$ cat src/rtl/moxie_pkg.sv
// Shared definitions for the Moxie front-end: opcode bytes, execute operations
// and fetch FSM states.
package moxie_pkg;

    localparam logic [7:0] OPC_LDI  = 8'h01;
    localparam logic [7:0] OPC_MOV  = 8'h02;
    localparam logic [7:0] OPC_JSRA = 8'h03;
    localparam logic [7:0] OPC_ADD  = 8'h05;
    localparam logic [7:0] OPC_LDA  = 8'h08;
    localparam logic [7:0] OPC_STA  = 8'h09;
    localparam logic [7:0] OPC_JMPA = 8'h1a;
    localparam logic [7:0] OPC_AND  = 8'h26;
    localparam logic [7:0] OPC_LSHR = 8'h27;
    localparam logic [7:0] OPC_ASHL = 8'h28;
    localparam logic [7:0] OPC_SUB  = 8'h29;
    localparam logic [7:0] OPC_NEG  = 8'h2a;
    localparam logic [7:0] OPC_OR   = 8'h2b;
    localparam logic [7:0] OPC_NOT  = 8'h2c;
    localparam logic [7:0] OPC_ASHR = 8'h2d;
    localparam logic [7:0] OPC_XOR  = 8'h2e;
    localparam logic [7:0] OPC_MUL  = 8'h2f;

    typedef enum logic [3:0] {
        EX_NOP, EX_LDI, EX_MOV, EX_ADD, EX_SUB, EX_AND, EX_OR,
        EX_XOR, EX_MUL, EX_LSHR, EX_ASHL, EX_ASHR, EX_NEG, EX_NOT
    } exec_op_e;

    typedef enum logic [1:0] {
        FS_OPC,
        FS_IMM_HI,
        FS_IMM_LO
    } fetch_state_e;

    // Opcodes that are followed by a 32-bit immediate in the instruction stream.
    function automatic logic has_imm(input logic [7:0] op);
        return (op == OPC_LDI) || (op == OPC_JSRA) || (op == OPC_LDA) ||
               (op == OPC_STA) || (op == OPC_JMPA);
    endfunction

endpackage

$ cat src/rtl/moxie_fetch_unit.sv
// Halfword fetch engine: walks the pc two bytes at a time and assembles an
// opcode plus optional 32-bit immediate into a single valid pulse.
module moxie_fetch_unit
    import moxie_pkg::*;
#(
    parameter logic [31:0] RESET_PC = 32'h0000_1000
) (
    input  logic        clk_i,
    input  logic        rst_i,
    input  logic        stall_i,
    input  logic [31:0] imem_data_i,
    output logic [31:0] imem_address_o,
    output logic        valid_o,
    output logic [15:0] opcode_o,
    output logic [31:0] operand_o
);

    fetch_state_e state_q, state_d;
    logic [31:0]  pc_q, pc_d;
    logic [15:0]  opc_hold_q, opc_hold_d;
    logic [15:0]  imm_hi_q, imm_hi_d;
    logic         valid_q, valid_d;
    logic [15:0]  opcode_q, opcode_d;
    logic [31:0]  operand_q, operand_d;
    logic [15:0]  hword;

    // Big-endian: the halfword at byte offset 0 sits in the upper half.
    assign hword          = pc_q[1] ? imem_data_i[15:0] : imem_data_i[31:16];
    assign imem_address_o = {pc_q[31:2], 2'b00};

    always_comb begin
        state_d    = state_q;
        pc_d       = pc_q;
        opc_hold_d = opc_hold_q;
        imm_hi_d   = imm_hi_q;
        valid_d    = 1'b0;
        opcode_d   = opcode_q;
        operand_d  = operand_q;
        if (stall_i) begin
            valid_d = valid_q;
        end else begin
            pc_d = pc_q + 32'd2;
            case (state_q)
                FS_OPC: begin
                    if (has_imm(hword[15:8])) begin
                        opc_hold_d = hword;
                        state_d    = FS_IMM_HI;
                    end else begin
                        valid_d  = 1'b1;
                        opcode_d = hword;
                    end
                end
                FS_IMM_HI: begin
                    imm_hi_d = hword;
                    state_d  = FS_IMM_LO;
                end
                FS_IMM_LO: begin
                    valid_d   = 1'b1;
                    opcode_d  = opc_hold_q;
                    operand_d = {imm_hi_q, hword};
                    state_d   = FS_OPC;
                end
                default: begin
                    pc_d    = pc_q;
                    state_d = FS_OPC;
                end
            endcase
        end
    end

    always_ff @(posedge clk_i or negedge rst_i) begin
        if (!rst_i) begin
            state_q    <= FS_OPC;
            pc_q       <= RESET_PC;
            opc_hold_q <= 16'h0;
            imm_hi_q   <= 16'h0;
            valid_q    <= 1'b0;
            opcode_q   <= 16'h0;
            operand_q  <= 32'h0;
        end else begin
            state_q    <= state_d;
            pc_q       <= pc_d;
            opc_hold_q <= opc_hold_d;
            imm_hi_q   <= imm_hi_d;
            valid_q    <= valid_d;
            opcode_q   <= opcode_d;
            operand_q  <= operand_d;
        end
    end

    assign valid_o   = valid_q;
    assign opcode_o  = opcode_q;
    assign operand_o = operand_q;

endmodule

$ cat src/rtl/moxie_core_pipe.sv
// Three-stage Moxie integer front-end (fetch, decode, execute) driving an
// external register file, with a one-cycle read-after-write stall.
module moxie_core_pipe
    import moxie_pkg::*;
#(
    parameter logic [31:0] RESET_PC = 32'h0000_1000
) (
    input  logic        clk_i,
    input  logic        rst_i,
    output logic [31:0] imem_address_o,
    input  logic [31:0] imem_data_i,
    output logic [3:0]  rf_read_index_a_o,
    output logic [3:0]  rf_read_index_b_o,
    output logic        rf_read_enable_o,
    input  logic [31:0] rf_value_a_i,
    input  logic [31:0] rf_value_b_i,
    output logic        rf_write_enable_o,
    output logic [3:0]  rf_write_index_o,
    output logic [31:0] rf_write_data_o,
    output logic        stall_o
);

    logic        f_valid;
    logic [15:0] f_opcode;
    logic [31:0] f_operand;

    moxie_fetch_unit #(.RESET_PC(RESET_PC)) u_fetch (
        .clk_i          (clk_i),
        .rst_i          (rst_i),
        .stall_i        (stall_o),
        .imem_data_i    (imem_data_i),
        .imem_address_o (imem_address_o),
        .valid_o        (f_valid),
        .opcode_o       (f_opcode),
        .operand_o      (f_operand)
    );

    // Decode stage
    exec_op_e    dec_op_q, dec_op_d;
    logic [3:0]  idx_a_q, idx_a_d, idx_b_q, idx_b_d;
    logic        rd_a_en_q, rd_a_en_d, rd_b_en_q, rd_b_en_d;
    logic [31:0] dec_imm_q, dec_imm_d;

    always_comb begin
        dec_op_d  = EX_NOP;
        rd_a_en_d = 1'b0;
        rd_b_en_d = 1'b0;
        idx_a_d   = f_opcode[7:4];
        idx_b_d   = f_opcode[3:0];
        dec_imm_d = f_operand;
        if (f_valid) begin
            case (f_opcode[15:8])
                OPC_LDI:  dec_op_d = EX_LDI;
                OPC_MOV:  begin dec_op_d = EX_MOV;  rd_b_en_d = 1'b1; end
                OPC_NEG:  begin dec_op_d = EX_NEG;  rd_b_en_d = 1'b1; end
                OPC_NOT:  begin dec_op_d = EX_NOT;  rd_b_en_d = 1'b1; end
                OPC_ADD:  begin dec_op_d = EX_ADD;  rd_a_en_d = 1'b1; rd_b_en_d = 1'b1; end
                OPC_SUB:  begin dec_op_d = EX_SUB;  rd_a_en_d = 1'b1; rd_b_en_d = 1'b1; end
                OPC_AND:  begin dec_op_d = EX_AND;  rd_a_en_d = 1'b1; rd_b_en_d = 1'b1; end
                OPC_OR:   begin dec_op_d = EX_OR;   rd_a_en_d = 1'b1; rd_b_en_d = 1'b1; end
                OPC_XOR:  begin dec_op_d = EX_XOR;  rd_a_en_d = 1'b1; rd_b_en_d = 1'b1; end
                OPC_MUL:  begin dec_op_d = EX_MUL;  rd_a_en_d = 1'b1; rd_b_en_d = 1'b1; end
                OPC_LSHR: begin dec_op_d = EX_LSHR; rd_a_en_d = 1'b1; rd_b_en_d = 1'b1; end
                OPC_ASHL: begin dec_op_d = EX_ASHL; rd_a_en_d = 1'b1; rd_b_en_d = 1'b1; end
                OPC_ASHR: begin dec_op_d = EX_ASHR; rd_a_en_d = 1'b1; rd_b_en_d = 1'b1; end
                default:  dec_op_d = EX_NOP;
            endcase
        end
    end

    always_ff @(posedge clk_i or negedge rst_i) begin
        if (!rst_i) begin
            dec_op_q  <= EX_NOP;
            idx_a_q   <= 4'h0;
            idx_b_q   <= 4'h0;
            rd_a_en_q <= 1'b0;
            rd_b_en_q <= 1'b0;
            dec_imm_q <= 32'h0;
        end else if (!stall_o) begin
            dec_op_q  <= dec_op_d;
            idx_a_q   <= idx_a_d;
            idx_b_q   <= idx_b_d;
            rd_a_en_q <= rd_a_en_d;
            rd_b_en_q <= rd_b_en_d;
            dec_imm_q <= dec_imm_d;
        end
    end

    assign rf_read_index_a_o = idx_a_q;
    assign rf_read_index_b_o = idx_b_q;
    assign rf_read_enable_o  = rd_a_en_q | rd_b_en_q;

    // Execute stage
    logic               wr_en_q, wr_en_d;
    logic [3:0]         wr_idx_q, wr_idx_d;
    logic [31:0]        wr_data_q, wr_data_d;
    logic signed [31:0] a_signed;
    logic [4:0]         shamt;

    assign a_signed = rf_value_a_i;
    assign shamt    = rf_value_b_i[4:0];

    always_comb begin
        wr_en_d  = (dec_op_q != EX_NOP);
        wr_idx_d = idx_a_q;
        case (dec_op_q)
            EX_LDI:  wr_data_d = dec_imm_q;
            EX_MOV:  wr_data_d = rf_value_b_i;
            EX_ADD:  wr_data_d = rf_value_a_i + rf_value_b_i;
            EX_SUB:  wr_data_d = rf_value_a_i - rf_value_b_i;
            EX_AND:  wr_data_d = rf_value_a_i & rf_value_b_i;
            EX_OR:   wr_data_d = rf_value_a_i | rf_value_b_i;
            EX_XOR:  wr_data_d = rf_value_a_i ^ rf_value_b_i;
            EX_MUL:  wr_data_d = rf_value_a_i * rf_value_b_i;
            EX_LSHR: wr_data_d = rf_value_a_i >> shamt;
            EX_ASHL: wr_data_d = rf_value_a_i << shamt;
            EX_ASHR: wr_data_d = a_signed >>> shamt;
            EX_NEG:  wr_data_d = 32'h0 - rf_value_b_i;
            EX_NOT:  wr_data_d = ~rf_value_b_i;
            default: wr_data_d = wr_data_q;
        endcase
    end

    // A stalled edge retires nothing: the pending write lands now, so the
    // held decode re-reads a fresh register file on the following cycle.
    always_ff @(posedge clk_i or negedge rst_i) begin
        if (!rst_i) begin
            wr_en_q   <= 1'b0;
            wr_idx_q  <= 4'h0;
            wr_data_q <= 32'h0;
        end else if (stall_o) begin
            wr_en_q   <= 1'b0;
        end else begin
            wr_en_q   <= wr_en_d;
            wr_idx_q  <= wr_idx_d;
            wr_data_q <= wr_data_d;
        end
    end

    assign rf_write_enable_o = wr_en_q;
    assign rf_write_index_o  = wr_idx_q;
    assign rf_write_data_o   = wr_data_q;

    assign stall_o = (rd_a_en_q & wr_en_q & (idx_a_q == wr_idx_q)) |
                     (rd_b_en_q & wr_en_q & (idx_b_q == wr_idx_q));

endmodule

$ cat config.mk
export PLATFORM = sky130hd
export DESIGN_NAME = moxie_core_pipe
export DESIGN_NICKNAME = d
export VERILOG_FILES = /design/src/rtl/moxie_pkg.sv /design/src/rtl/moxie_fetch_unit.sv /design/src/rtl/moxie_core_pipe.sv
export SDC_FILE = /design/constraint.sdc
export NUM_CORES = 2
export LEC_CHECK = 0
export ABC_AREA = 1
export CAP_MARGIN = 20
export CELL_PAD_IN_SITES_DETAIL_PLACEMENT = 2
export CELL_PAD_IN_SITES_GLOBAL_PLACEMENT = 2
export CORE_MARGIN = 10
export CORE_UTILIZATION = 42
export CTS_BUF_LIST = sky130_fd_sc_hd__clkbuf_4
export CTS_CLUSTER_DIAMETER = 60
export DETAILED_ROUTE_END_ITERATION = 10
export DONT_BUFFER_PORTS = 1
export GPL_TIMING_DRIVEN = 0
export PLACE_DENSITY_LB_ADDON = 0.3
export SLEW_MARGIN = 20
export SYNTH_ARGS = -nofsm -noshare
export SYNTH_HDL_FRONTEND = slang
export SYNTH_SLANG_ARGS = --single-unit
export TNS_END_PERCENT = 30
$ cat constraint.sdc
create_clock -name clk_i -period 5.43 [get_ports clk_i]
set_clock_uncertainty 0.1 [all_clocks]
set_input_delay 1.086 -clock clk_i [delete_from_list [all_inputs] [get_ports clk_i]]
set_output_delay 1.086 -clock clk_i [all_outputs]
set_load 0.05 [all_outputs]
==> impl_summary.txt, run 1 <==
----------------------------------------------------
[Synthesis]
  Async SR Flop Fraction ... 100.0%
  Share of the yosys chip area belonging to registers ... 14.17%
  Number of cells produced by synthesis ... 5098
  Dominant combinational cell family by area after synthesis ... adder cells
  Commonest cells post-synth ... 1421 x sky130_fd_sc_hd__nand2_1, 1045 x sky130_fd_sc_hd__inv_1, 410 x sky130_fd_sc_hd__fa_1, 395 x sky130_fd_sc_hd__o21ai_0, 281 x sky130_fd_sc_hd__nor2_1
  Unique masters post-synth ... 65
  Number of warnings issued by yosys ... 0
  Yosys top cell area share ... about a quarter
  Number of flip-flops and latches in the synthesized netlist ... 197
  Predominant post-synthesis flop cell ... sky130_fd_sc_hd__dfrtp_1
  Synth Area in Adders ... 31.49%
  Area of the mapped netlist ... 34800 µm²
  Most area-hungry cell type in the Yosys netlist ... sky130_fd_sc_hd__fa_1
  Compound-gate portion of the synthesized area ... between 10% and 20%
  Share of cell area taken by muxes after synthesis ... 0.4602%
  Count leader, synth ... sky130_fd_sc_hd__nand2_1
  Fraction of synthesized cell area in xor and xnor cells ... 1.435%
  Simple-gate share of the synthesized area ... 23.89%
  Top post-synthesis cells by area ... sky130_fd_sc_hd__fa_1 24%, sky130_fd_sc_hd__nand2_1 15%, sky130_fd_sc_hd__dfrtp_1 14%, sky130_fd_sc_hd__inv_1 11%, sky130_fd_sc_hd__ha_1 7.9%
  Synthesized area per cell ... between 6 and 7 µm²
  Number of enable flip-flop cells after synthesis ... 0

[Die]
  Number of top-level design ports ... 177
  Die Ht ... 307.9 µm
  Initial Utilization ... a little over two fifths
  Horizontal extent of the die ... 307.9 µm
  Cell Rows ... 105

[Global routing]
  Overall Global Routing Usage ... 77.11%
  Global route total overflow ... 567
  Maximum number of pins on one net before global-route repair ... 151

[STA]
  Worst endpoint type ... sequential cell input
  Last worst endpoint in the global-route repair_timing ... rf_write_data_o[30]$_DFFE_PN0P_/D

[Status]
  Result of the run ... did not finish
  Stage where the flow stopped ... 5_1_grt
  Run-stopping error ... [ERROR GRT-0232] Routing congestion too high. Check the congestion heatmap in the GUI.

[Clock network]
  Number of levels the H-tree was split into ... 4
  Inserted Clock Buffers ... 17
  Root buffer cell ... sky130_fd_sc_hd__clkbuf_4
  Longest Clk Path Bufs ... 2
  Clk sink count ... 197

[Placed design]
  Total of buffers placed on input and output ports ... 0
  Setup slack at placement ... -4.450 ns
  GP Congestion ... 1.024
  Number of placed cells counting well taps ... 6169
  Estimated wirelength of the detail-placed design ... 181700 µm

----------------------------------------------------
==> per-stage QoR <==
stage / util, % / TNS [ns] / instance area [µm²]
after floorplan: - / -36.54 / 35240
after global placement: 44.55 / -91.45 / 36580
after detailed placement: 44.56 / -91.14 / 36590
after CTS: 47.53 / -39.68 / 39030
==> cells by family after synthesis <==
kind of cell | Yosys count
xor+xnor | 57
other cells | 1
buf+inv | 1333
mux | 16
compound gates | 829
simple gates | 2035
fa+ha+maj | 630
flops | 197
==> per-layer routing <==
metal,GRT overflow,GRT usage (%)
met1,19,76.06
met5,6,40.44
met3,13,66.49
met2,309,91.13
met4,220,74.64
==> timing repair <==
item	CTS
endpoints found under the hold margin	150
pin swaps	111
cloned	7
hold buffers	2
setup buffers	43
resized for setup	427
setup endpoints to repair	28
==> run 2: changes to the inputs <==
- CELL_PAD_IN_SITES_DETAIL_PLACEMENT: 2 -> default
- CELL_PAD_IN_SITES_GLOBAL_PLACEMENT: 2 -> default
- CORE_UTILIZATION: 42 -> 40
- CTS_BUF_LIST: sky130_fd_sc_hd__clkbuf_4 -> default
- CTS_CLUSTER_DIAMETER: 60 -> default
- PLACE_DENSITY_LB_ADDON: 0.3 -> 0.15
==> run 2 against run 1 <==
Compared with the run above:
- the flow now finishes, with violations (setup timing)
- synthesized cell count stayed put
- synthesized area unchanged
==> impl_summary.txt, run 2 <==
----------------------------------------------------
[Placed design]
  Estimated wirelength of the detail-placed design ... 141600 µm (was 181700 µm)
  GP Congestion ... 1.053 (was 1.024)
  Total of buffers placed on input and output ports ... 0 (unchanged)

[STA]
  Relative slew slack ... 19.52%
  Number of max-slew violations in the final report ... 0
  Hold Vio Cnt, Final ... 0
  Final setup slack of the worst path ... -1.974 ns
  Final setup fails ... 26
  Accumulated negative setup slack ... -37.65 ns
  Min Clock Period, post-route ... roughly 7.4 ns
  Final cycle utilization of the critical path ... 136.4%
  Unrepaired setup endpoints after global routing ... yes
  Upper clock frequency limit ... 0.1351 GHz
  Worst slew pin tran ... 1.203 ns

[Status]
  Violated checks ... setup timing
  Result of the run ... complete, but fails checks (was did not finish)

[Routing]
  Routed wirelength normalized by instance count ... around 27 µm
  DRT Pass-1 Iters ... 6
  Total routed wirelength ... 171600 µm
  Count of routing violations after the opening detailed-route iteration ... roughly 3300
  Count of nets left with antenna violations after detail routing ... 0
  Total number of vias ... 34974
  Final routed DRC violation total ... 0
  Drt via density ... 5.487

[Synthesis]
  Predominant post-synthesis flop cell ... sky130_fd_sc_hd__dfrtp_1 (unchanged)
  Count leader, synth ... sky130_fd_sc_hd__nand2_1 (unchanged)
  Async SR Flop Fraction ... 100.0% (unchanged)
  Unique masters post-synth ... 65 (unchanged)
  Yosys top cell area share ... 23.59% (unchanged)
  Number of enable flip-flop cells after synthesis ... 0 (unchanged)
  Most area-hungry cell type in the Yosys netlist ... sky130_fd_sc_hd__fa_1 (unchanged)
  Number of flip-flops and latches in the synthesized netlist ... 197 (unchanged)
  Number of warnings issued by yosys ... 0 (unchanged)
  Synthesized area per cell ... 6.826 µm² (unchanged)
  Area of the mapped netlist ... 34800 µm² (unchanged)
  Share of the yosys chip area belonging to registers ... 14.17% (unchanged)
  Commonest cells post-synth ... 1421 x sky130_fd_sc_hd__nand2_1, 1045 x sky130_fd_sc_hd__inv_1, 410 x sky130_fd_sc_hd__fa_1, 395 x sky130_fd_sc_hd__o21ai_0, 281 x sky130_fd_sc_hd__nor2_1 (unchanged)
  Number of cells produced by synthesis ... 5098 (unchanged)
  Top post-synthesis cells by area ... sky130_fd_sc_hd__fa_1 24%, sky130_fd_sc_hd__nand2_1 15%, sky130_fd_sc_hd__dfrtp_1 14%, sky130_fd_sc_hd__inv_1 11%, sky130_fd_sc_hd__ha_1 7.9% (unchanged)

[Clock network]
  TritonCTS clock tree ... done
  Clock transition at path regs ... 0.08 ns
  Root buffer cell ... sky130_fd_sc_hd__clkbuf_16 (was sky130_fd_sc_hd__clkbuf_4)
  Clk sink count ... 197 (unchanged)
  Longest Clk Path Bufs ... 2 (unchanged)
  Clock latency on the worst-skew pair ... 0.46 ns
  Number of levels the H-tree was split into ... 4 (unchanged)
  Inserted Clock Buffers ... 17 (unchanged)
  CTS hold repair buffers ... 0 (was 2)

[Min path]
  Worst Hold Class ... input port to async pin

[Finish]
  Most frequent cells in the layout ... 1383 x sky130_fd_sc_hd__nand2_1, 1032 x sky130_fd_sc_hd__inv_1, 378 x sky130_fd_sc_hd__fa_1
  Leading cell type in the layout, fill and taps excluded ... sky130_fd_sc_hd__nand2_1
  Area grow syn2layout ... 15.59%
  Final core area utilization ... ~47%
  Fraction of layout cells with a size suffix above 1 ... 10.92%
  Number of filler cells placed in the layout ... approximately 9000
  Final Net Count ... approximately 6000

[Global routing]
  Overall Global Routing Usage ... 34.04%
  First-pass GRT wire length ... about 240000 µm
  Number of antenna violations at the first check in global routing ... 10
  Vias in the first global route ... 34684
  Global route total overflow ... 0
  Maximum number of pins on one net before global-route repair ... just under 200

[Worst setup path]
  Data required time of the worst path ... approximately 5.7 ns
  Category of the critical setup timing path ... input port to register
  Category of the worst setup path launch point ... input port
  Crit end category ... register
  Largest driver fanout on the critical path ... 7
  Crit path DAT ... 7.66 ns

[Die]
  Floorplan Core Area ... between 80000 and 90000 µm²
  Number of top-level design ports ... 177 (unchanged)
  Area of the die ... 99200 µm²
  Horizontal extent of the die ... 315.0 µm (was 307.9 µm)
  Initial Utilization ... 40.24% (was 42.38%)
  Die Ht ... 315.0 µm (was 307.9 µm)
  Cell Rows ... 108 (was 105)

[Flow run]
  Number of maximum-capacitance constraint violations ... 0

----------------------------------------------------
-- run 2: cell counts after synthesis --
Identical to the previous run, type by type.
-- run 2: cell type report --
class,count,area [µm²],area share (%)
flip-flops and latches,197,4931,12.26
inverters,1064,3999,9.941
repair buffers,89,879.6,2.187
plain buffers,262,2547,6.333
diodes,6,15.01,0.03733
well taps,1155,1445,3.593
multi-input cells,3569,25800,64.14
clock buffers,18,429.2,1.067
clock inverters,14,180.2,0.4479
-- run 2: metrics by stage --
| step | hold slack, ns | instances | worst slack [ns] | cell area, µm² |
|---|---|---|---|---|
| 2_1_floorplan | 0.3422 | 5099 | -1.912 | 35240 |
| 5_1_grt | 0.1904 | 6371 | -2.126 | 40220 |
| 4_1_cts | 0.1969 | 6354 | -1.847 | 39760 |
| 6_report | 0.2104 | 6374 | -1.974 | 40220 |
| 3_5_place_dp | 0.3590 | 6256 | -4.006 | 36720 |
| 3_3_place_gp | 0.3554 | 6254 | -4.284 | 36690 |
-- run 2: logic make-up (layout without fill, tap and decap cells) --
group                    count (synthesis)  after routing  synth area share [%]
AO/OA/AOI/OAI                          829            829                 13.58
XOR/XNOR                                57             57                 1.435
adder cells (fa/ha/maj)                630            630                 31.49
buffers and inverters                 1333           1447                 14.96
flip-flops                             197            197                 14.17
multiplexers                            16             16                0.4602
other                                    1              8               0.01078
AND/OR/NAND/NOR                       2035           2035                 23.89
-- run 2: what timing repair did --
item	in CTS	in global routing
endpoints found under the setup margin	28	27
buffers inserted	60	12
pin swaps	152	82
gates resized for setup	436	88
cloned	13	2
-- run 2: metal layers --
metal | track usage (%) | part of all wire (%) | vias to the layer above
met1 | 38.99 | 37 | 16910
met4 | 25.98 | 9.2 | 8
met2 | 54.88 | 45 | 1613
met5 | 0 | 0.031 | -
li1 | - | - | 15939
met3 | 7.818 | 8.6 | 504
-- run 2: final timing paths --
path / from / end / slack, ns / cells after the start
max reg2reg: dec_op_q[1]$_DFFE_PN0N_ / rf_write_data_o[11]$_DFFE_PN0P_ / 0.01 / 19
min reg2reg: u_fetch.imm_hi_q[7]$_DFFE_PN0P_ / u_fetch.imm_hi_q[7]$_DFFE_PN0P_ / 0.37 / 2
max in group asynchronous: rst_i / u_fetch.pc_q[27]$_DFFE_PN0P_ / 4.46 / 0
min: rst_i / rf_write_data_o[14]$_DFFE_PN0P_ / 0.21 / 0
min in group clk_i: u_fetch.imm_hi_q[7]$_DFFE_PN0P_ / u_fetch.imm_hi_q[7]$_DFFE_PN0P_ / 0.37 / 2
max: rf_value_b_i[4] / rf_write_data_o[29]$_DFFE_PN0P_ / -1.97 / 25
-- run 2: worst max-delay path, stage by stage --
cell and delay (ns):
sky130_fd_sc_hd__clkbuf_16 0.16, sky130_fd_sc_hd__clkbuf_16 0.17, sky130_fd_sc_hd__buf_6 0.12, sky130_fd_sc_hd__nand2_2 0.05, sky130_fd_sc_hd__inv_1 0.04, sky130_fd_sc_hd__fa_1 0.47
sky130_fd_sc_hd__inv_1 0.05, sky130_fd_sc_hd__fa_1 0.52, sky130_fd_sc_hd__fa_2 0.51, sky130_fd_sc_hd__fa_1 0.55, sky130_fd_sc_hd__inv_2 0.05, sky130_fd_sc_hd__fa_1 0.50
sky130_fd_sc_hd__fa_2 0.60, sky130_fd_sc_hd__fa_1 0.43, sky130_fd_sc_hd__fa_1 0.54, sky130_fd_sc_hd__ha_4 0.23, sky130_fd_sc_hd__a21o_1 0.20, sky130_fd_sc_hd__o21bai_2 0.22
sky130_fd_sc_hd__a21oi_1 0.13, sky130_fd_sc_hd__o211ai_1 0.16, sky130_fd_sc_hd__or2_4 0.30, sky130_fd_sc_hd__nand3_4 0.13, sky130_fd_sc_hd__nand4_1 0.22, sky130_fd_sc_hd__nand2_1 0.12
sky130_fd_sc_hd__nand2_1 0.05
Power of run 2 is not shown: default switching activity piles up to over one toggle a cycle in this logic, so the estimate is an artifact.
